--- src/rtl/ram_seq_ctrl.sv ---
// ram_seq_ctrl: key-driven write sweep / paced read scan sequencer for a single-port RAM.
// Optional readback checker enabled by defining RAM_CHECK_EN.
module ram_seq_ctrl #(
  parameter int          ADDR_W  = 8,
  parameter int          DATA_W  = 8,
  parameter int unsigned CNT_MAX = 9_999_999
`ifdef RAM_CHECK_EN
  , parameter int        RD_LAT  = 2
`endif
) (
  input  logic              sys_clk,
  input  logic              sys_rst_n,
  input  logic              key1_flag,
  input  logic              key2_flag,
`ifdef RAM_CHECK_EN
  input  logic [DATA_W-1:0] rd_q,
  output logic              err,
  output logic [ADDR_W-1:0] err_addr,
`endif
  output logic              wr_en,
  output logic              rd_en,
  output logic [ADDR_W-1:0] addr,
  output logic [DATA_W-1:0] data,
  output logic              busy
);
  localparam int CW = CNT_MAX > 0 ? $clog2(CNT_MAX + 1) : 1;
  typedef enum logic [1:0] {IDLE, WRITE, READ, PAUSE} state_t;
  state_t            state_q, state_d;
  logic [ADDR_W-1:0] addr_q, addr_d;
  logic [DATA_W-1:0] data_q, data_d;
  logic [CW-1:0]     cnt_q, cnt_d;
  logic              wr_en_q, wr_en_d, rd_en_q, rd_en_d, busy_q, busy_d;
  logic              wr_entry, rd_last;
  always_ff @(posedge sys_clk)
    if (!sys_rst_n) state_q <= IDLE;
    else state_q <= state_d;
  // key1 outranks key2 everywhere; both are ignored until the sweep finishes
  always_comb begin
    state_d = state_q;
    unique case (state_q)
      IDLE:  state_d = key1_flag ? WRITE : key2_flag ? READ : IDLE;
      WRITE: state_d = &addr_q ? READ : WRITE;
      READ:  state_d = key1_flag ? WRITE : key2_flag ? PAUSE : READ;
      PAUSE: state_d = key1_flag ? WRITE : key2_flag ? READ : PAUSE;
    endcase
  end
  always_comb begin
    wr_entry = state_d == WRITE && state_q != WRITE;
    rd_last  = cnt_q == CW'(CNT_MAX);
    addr_d   = addr_q;
    cnt_d    = cnt_q;
    if (state_d == WRITE) begin
      addr_d = wr_entry ? '0 : addr_q + 1'b1;
      cnt_d  = '0;
    end else if (state_d == READ && (state_q == IDLE || state_q == WRITE)) begin
      addr_d = '0;
      cnt_d  = '0;
    end else if (state_d == READ && state_q == READ) begin
      cnt_d  = rd_last ? '0 : cnt_q + 1'b1;
      addr_d = rd_last ? addr_q + 1'b1 : addr_q;
    end
    data_d  = state_d == WRITE ? DATA_W'(addr_d) : data_q;
    wr_en_d = state_d == WRITE;
    busy_d  = state_d == WRITE;
    rd_en_d = state_d == READ || state_d == PAUSE;
  end
  always_ff @(posedge sys_clk)
    if (!sys_rst_n) begin
      addr_q  <= '0;
      data_q  <= '0;
      cnt_q   <= '0;
      wr_en_q <= 1'b0;
      rd_en_q <= 1'b0;
      busy_q  <= 1'b0;
    end else begin
      addr_q  <= addr_d;
      data_q  <= data_d;
      cnt_q   <= cnt_d;
      wr_en_q <= wr_en_d;
      rd_en_q <= rd_en_d;
      busy_q  <= busy_d;
    end
  assign wr_en = wr_en_q;
  assign rd_en = rd_en_q;
  assign addr  = addr_q;
  assign data  = data_q;
  assign busy  = busy_q;
`ifdef RAM_CHECK_EN
  // delay line aligns each issued address with the RAM word returned RD_LAT cycles later
  logic [ADDR_W-1:0] pa_q [RD_LAT];
  logic [RD_LAT-1:0] pr_q;
  logic              err_q, chk;
  logic [ADDR_W-1:0] err_addr_q;
  assign chk = pr_q[RD_LAT-1] && (state_q == READ || state_q == PAUSE) &&
               rd_q != DATA_W'(pa_q[RD_LAT-1]);
  always_ff @(posedge sys_clk)
    if (!sys_rst_n || wr_entry) begin
      for (int i = 0; i < RD_LAT; i++) pa_q[i] <= '0;
      pr_q       <= '0;
      err_q      <= 1'b0;
      err_addr_q <= '0;
    end else begin
      pa_q[0] <= addr_q;
      pr_q[0] <= rd_en_q;
      for (int i = 1; i < RD_LAT; i++) begin
        pa_q[i] <= pa_q[i-1];
        pr_q[i] <= pr_q[i-1];
      end
      if (chk && !err_q) begin
        err_q      <= 1'b1;
        err_addr_q <= pa_q[RD_LAT-1];
      end
    end
  assign err      = err_q;
  assign err_addr = err_addr_q;
`endif
endmodule

--- config.mk ---
export PLATFORM = sky130hd
export DESIGN_NAME = ram_seq_ctrl
export DESIGN_NICKNAME = d
export VERILOG_FILES = /design/src/rtl/ram_seq_ctrl.sv
export SDC_FILE = /design/constraint.sdc
export NUM_CORES = 1
export LEC_CHECK = 0
export ABC_AREA = 0
export CORE_UTILIZATION = 50
export CTS_CLUSTER_DIAMETER = 50
export CTS_CLUSTER_SIZE = 16
export DETAILED_ROUTE_END_ITERATION = 10
export GPL_TIMING_DRIVEN = 0
export PLACE_DENSITY = 0.72
export SYNTH_ARGS = -nofsm -noshare
export SYNTH_HDL_FRONTEND = slang
export SYNTH_SLANG_ARGS = --single-unit
--- constraint.sdc ---
create_clock -name sys_clk -period 4.15 [get_ports sys_clk]
set_input_delay 1.245 -clock sys_clk [delete_from_list [all_inputs] [get_ports sys_clk]]
set_output_delay 1.245 -clock sys_clk [all_outputs]
set_load 0.01 [all_outputs]
Yosys cells after proc, flatten, opt, wreduce, memory -nomap -nowiden. Cells that the tools add are included.

Word-level logic and storage cells: 39. Bits in registers: 44.

Eq/ne operators: 8. Reductions and logical operators: 8. Bitwise gates (word level): 1. Add/sub/neg operators: 2. Mux-type cells: 14.

Operator list (count): 8-bit 2-to-1 mux (5); 24-bit by 1-bit adder with 24-bit output, second input constant (1); 24-bit equality test, second input constant (1); 24-bit 2-to-1 mux (1); 2-bit 2-to-1 mux (5); 8-bit by 1-bit adder with 8-bit output, second input constant (1); 2-bit equality test, second input constant (4); 2-bit one-hot mux with 4 select lines (1); 8-bit AND reduction (1); 2-bit by 1-bit equality test with 1-bit output, second input constant (2); 1-bit logical AND (3); 3-bit OR reduction (1); 2-bit zero test (1); 1-bit logical OR (2); 1-bit 2-to-1 mux (2); 2-bit by 1-bit inequality test with 1-bit output, second input constant (1); 1-bit inverter (1).

Logic depth before layout (Yosys ltp).
Word-level depth: 8. Depth in mapped cells: 8. Mapped depth without buffers: 6.

Least setup slack after synthesis. Ideal clock, no wire load.

Path type: input-to-reg. Start: in key2_flag. End: reg cnt_q[21]. Arrival time: 2.911 ns. Path slack: 1.124 ns. Cell stages on the path: 6. Buffers on the path: 1. Cells stage by stage: or4b_1 buf_2 nor4b_2 nand4_1 xor2_1 nor2_1.

Word-level cells in the longest chain between the ends: 6.

RTL lines: start: declaration (line 14) `input logic key2_flag,`; 1-bit 2-to-1 mux (tied with other cells) (line 44) `PAUSE: state_d = key1_flag ? WRITE : key2_flag ? READ : PAUSE;`; 2-bit 2-to-1 mux (on tied branches) (line 44, 41, 43); 2-bit one-hot mux with 4 select lines * (line 40) `unique case (state_q)`; 2-bit equality test (line 55, 58); 1-bit logical AND (line 55) `end else if (state_d == READ && (state_q == IDLE || state_q == WRITE)) begin`; 3-bit OR reduction (no line); end signal: assignment (line 78) `cnt_q <= cnt_d;`; end: declaration (line 31) `logic [CW-1:0] cnt_q, cnt_d;`.

Every way passes the cells marked *; elsewhere a longest branch is shown, timed or not. A chain may end at the register's enable or synchronous reset.

Worst setup path after layout.
Start: in key1_flag. End: reg cnt_q[23].

Word-level cells in the longest chain between the ends: 5.

RTL lines: start: declaration (line 13) `input logic key1_flag,`; 2-bit 2-to-1 mux (on tied branches) (line 44, 41, 43); 2-bit one-hot mux with 4 select lines * (line 40); 2-bit equality test (line 55, 58); 1-bit logical AND (line 55); 3-bit OR reduction (no line).

Marked as above.

==> metrics.md <==
| Metric | Value |
|---|---|
| Post-Synth Simple-Gate Area | `26.7%` |
| Clock root buffer | `clkbuf_8` |
| Area of the multi-input gates | `1090 µm²` |
| CTS Buffer Depth | `2` |
| Reg2reg start | `state_q[0]` |
| Antenna cells | `0` |
| Worst R2R End | `cnt_q[23]` |
| Post-synth EDFFs | `0` |
| CTS tree | `built` |
| Area share of the largest cell type after synthesis | `43.0%` |
| Post-synthesis xor/xnor area fraction | `10.3%` |
| Post_cts resized | `0` |
| Worst clock skew | `0.00337 ns` |
| Critical path class | `primary input to flop` |
| Die area | `4360 µm²` |
| Reg clk slew, reported paths | `0.08 ns` |
| Fillers | `329` |
| Syn Std Cell Area | `2050 µm²` |
| FF+latch area | `881 µm²` |
| Port buffer count | `22` |
| RSZ-0062 raised after global routing | `false` |
| Vias post-DR | `1701` |
| Antenna Nets Post-Route | `0` |
| Via count of the first global-routing pass | `1609` |
| Slew @ Worst Pin | `1.01 ns` |
| Commonest register cell after synthesis | `dfxtp_1` |
| Int Pwr | `0.592 mW` |
| Worst Path Arrival | `3.72 ns` |
| H-tree lvl count | `2` |
| Adder-cell share of the synthesized area | `1.22%` |
| Synth async-reset ratio | `0%` |
| Setup TNS | `0 ns` |
| Psw | `0.176 mW` |
| FF+latch count, synth | `44` |
| Share of cells above drive strength 1 | `5.77%` |
| 1st-pass router iterations | `4` |
| Status | `finished clean` |
| P&R area growth vs syn | `18.1%` |
| Hold Path End | `data[0]` |
| Syn. warnings | `0` |
| Iteration-0 DRC Markers | `89` |
| Cts hold-fix bufs | `0` |
| Synth area leaders | `dfxtp_1 (43%), xor2_1 (9.0%), nor2_1 (5.5%)` |
| Via density | `5.52` |
| Horiz. Die Dim | `66.0 µm` |
| Pwr dens | `317 nW/µm²` |
| Endpoints failing hold | `0` |
| Worst Hold Depth | `1` |
| GRT Total Usage | `21.2%` |
| Part of the power in combinational logic | `7.9%` |
| Maximum number of pins on one net before global-route repair | `13` |
| Mux cell area share after synthesis | `0.488%` |
| R2r worst-path depth | `6` |
| Residual DRC | `0` |
| CP endpoint kind | `flop` |
| Final min period | `3.53 ns` |
| Core box area | `3800 µm²` |
| Reg power frac | `56.6%` |
| IO Count | `23` |
| Worst-Skew Late Latency | `0.29 ns` |
| TritonCTS buffer count | `5` |
| Clk pwr share | `35.5%` |
| Yosys top cell by area | `dfxtp_1` |
| DP Wirelength | `2770 µm` |
| Worst slew margin | `31.5%` |
| Main combinational cell family by area after synthesis | `simple AND/OR/NAND/NOR gates` |
| Final WL | `4080 µm` |
| GP Congestion | `0.780` |
| First-pass GRT wire length | `7130 µm` |
| Peak fanout along the critical path | `10` |
| Post-route clock period utilization | `85.1%` |
| Setup Viol. Count Final | `0` |
| Max_cap viols | `0` |
| Worst VDD drop | `219 µV` |
| Switching Share | `22.9%` |
| Die height | `66.0 µm` |
| Final nets | `265` |
| Post-Syn Instances | `230` |
| Initial core utilization | `54.0%` |
| Post-CTS setup buffer count | `0` |
| CTS sink count | `44` |
| Core Rows | `22` |
| Reg2reg setup slack | `1.67 ns` |
| Initial antenna violation count | `0` |
| Wirelength per Cell | `13.2 µm` |
| Total grt overflow | `0` |
| Min-delay src | `data[0]` |
| Worst Hold Class | `flop to flop` |
| Max Clk Rate | `0.283 GHz` |
| WP data required | `4.34 ns` |
| P_leak | `0.888 nW` |
| Sequential fraction of the synthesis area | `43.0%` |
| Min Hold Slack | `0.473 ns` |
| Critical path startpoint category | `primary input` |
| Syn avg cell area | `8.92 µm²` |
| Synth Area in Compound Gates | `14.5%` |
| Post-synthesis net count | `236` |
| Fin. max-slew vios | `0` |
| Yosys cell types | `41` |
[layer usage]
layer	global-route usage, %	part of all wire [%]
met5	0	0
met4	8.24	1.3
met3	5.86	4.8
met2	33.2	44
met1	27.6	49
[area by class of cell]
class                           count  area share (%)
Multi-Input combinational cell    171            45.0
Tap cell                           48            2.48
Sequential cell                    44            36.4
Timing Repair Buffer               22            9.10
Clock buffer                        8            3.72
Buffer                              9            2.38
Inverter                            6           0.930
[cells by family after synthesis]
kind of cell | count (synthesis)
mux | 1
flops | 44
compound gates | 40
fa+ha+maj | 2
simple gates | 104
xor+xnor | 24
buf+inv | 15
[through the flow]
| stage | setup WS [ns] | cells | util, % | total power [mW] | cell area [µm²] |
|---|---|---|---|---|---|
| 2_1_floorplan | 1.12 | 230 | - | 0.481 | 2050 |
| 3_3_place_gp | 0.313 | 300 | 61.4 | 0.506 | 2330 |
| 3_5_place_dp | 0.305 | 300 | 61.4 | 0.506 | 2330 |
| 4_1_cts | 0.606 | 308 | 63.7 | 0.777 | 2420 |
| 5_1_grt | 0.446 | 308 | 63.7 | 0.805 | 2420 |
| 6_report | 0.618 | 308 | 63.7 | 0.768 | 2420 |
[layout by cell type (no fill, tap or decap), drive strengths merged, types with 3 or more instances in the layout]
cell           Yosys  layout
nand4              8       8
nor4b              4       4
a211oi             5       5
nor2              30      30
clkdlybuf4s50      0      22
dfxtp             44      44
nand3             17      17
xor2              21      21
xnor2              3       3
buf                6       6
and3              12      12
and2               6       6
a22o               7       7
inv                6       6
clkbuf             3      11
o21ai              6       6
nand2             15      15
a21oi             12      12
[state kept, by name, indices dropped and copies added (netlist names)]
name,flops
cnt_q,24
addr,8
data,8
state_q,2
busy,1
rd_en,1
[critical path: stages]
cell	delay, ns
clkdlybuf4s50_1	0.50
or4b_1	0.60
buf_2	0.25
nor4b_2	0.70
nand4_1	0.20
xor2_1	0.18
nor2_1	0.06
[Yosys cell counts (2+ instances only)]
library cell,count
dfxtp_1,44
nor2_1,30
xor2_1,21
nand3_1,17
nand2_1,15
a21oi_1,12
and3_1,12
nand4_1,8
a22o_1,7
and2_1,6
inv_1,6
o21ai_0,6
a211oi_1,5
clkbuf_1,3
nor4b_1,3
xnor2_1,3
a31oi_1,2
and4_1,2
buf_4,2
buf_6,2
ha_1,2
nand2b_1,2
or3_1,2
[worst max path at each step]
stage              start   endpoint  slack [ns]
6_report       key1_flag  cnt_q[23]        0.62
5_1_grt        key1_flag  cnt_q[13]        0.45
4_1_cts        key1_flag  cnt_q[23]        0.61
3_5_place_dp   key1_flag  cnt_q[23]        0.30
3_3_place_gp   key1_flag  cnt_q[23]        0.31
2_1_floorplan  key2_flag  cnt_q[21]        1.12
[power groups by stage]
stage               Combinational [mW]  Clock [mW]  Sequential (mW)
finish                          0.0610       0.273            0.435
CTS                             0.0617       0.281            0.435
global route                    0.0681       0.300            0.436
floorplan                       0.0353           0            0.446
global placement                0.0613           0            0.445
detailed placement              0.0611           0            0.444
(Power assumes the default switching activity.)
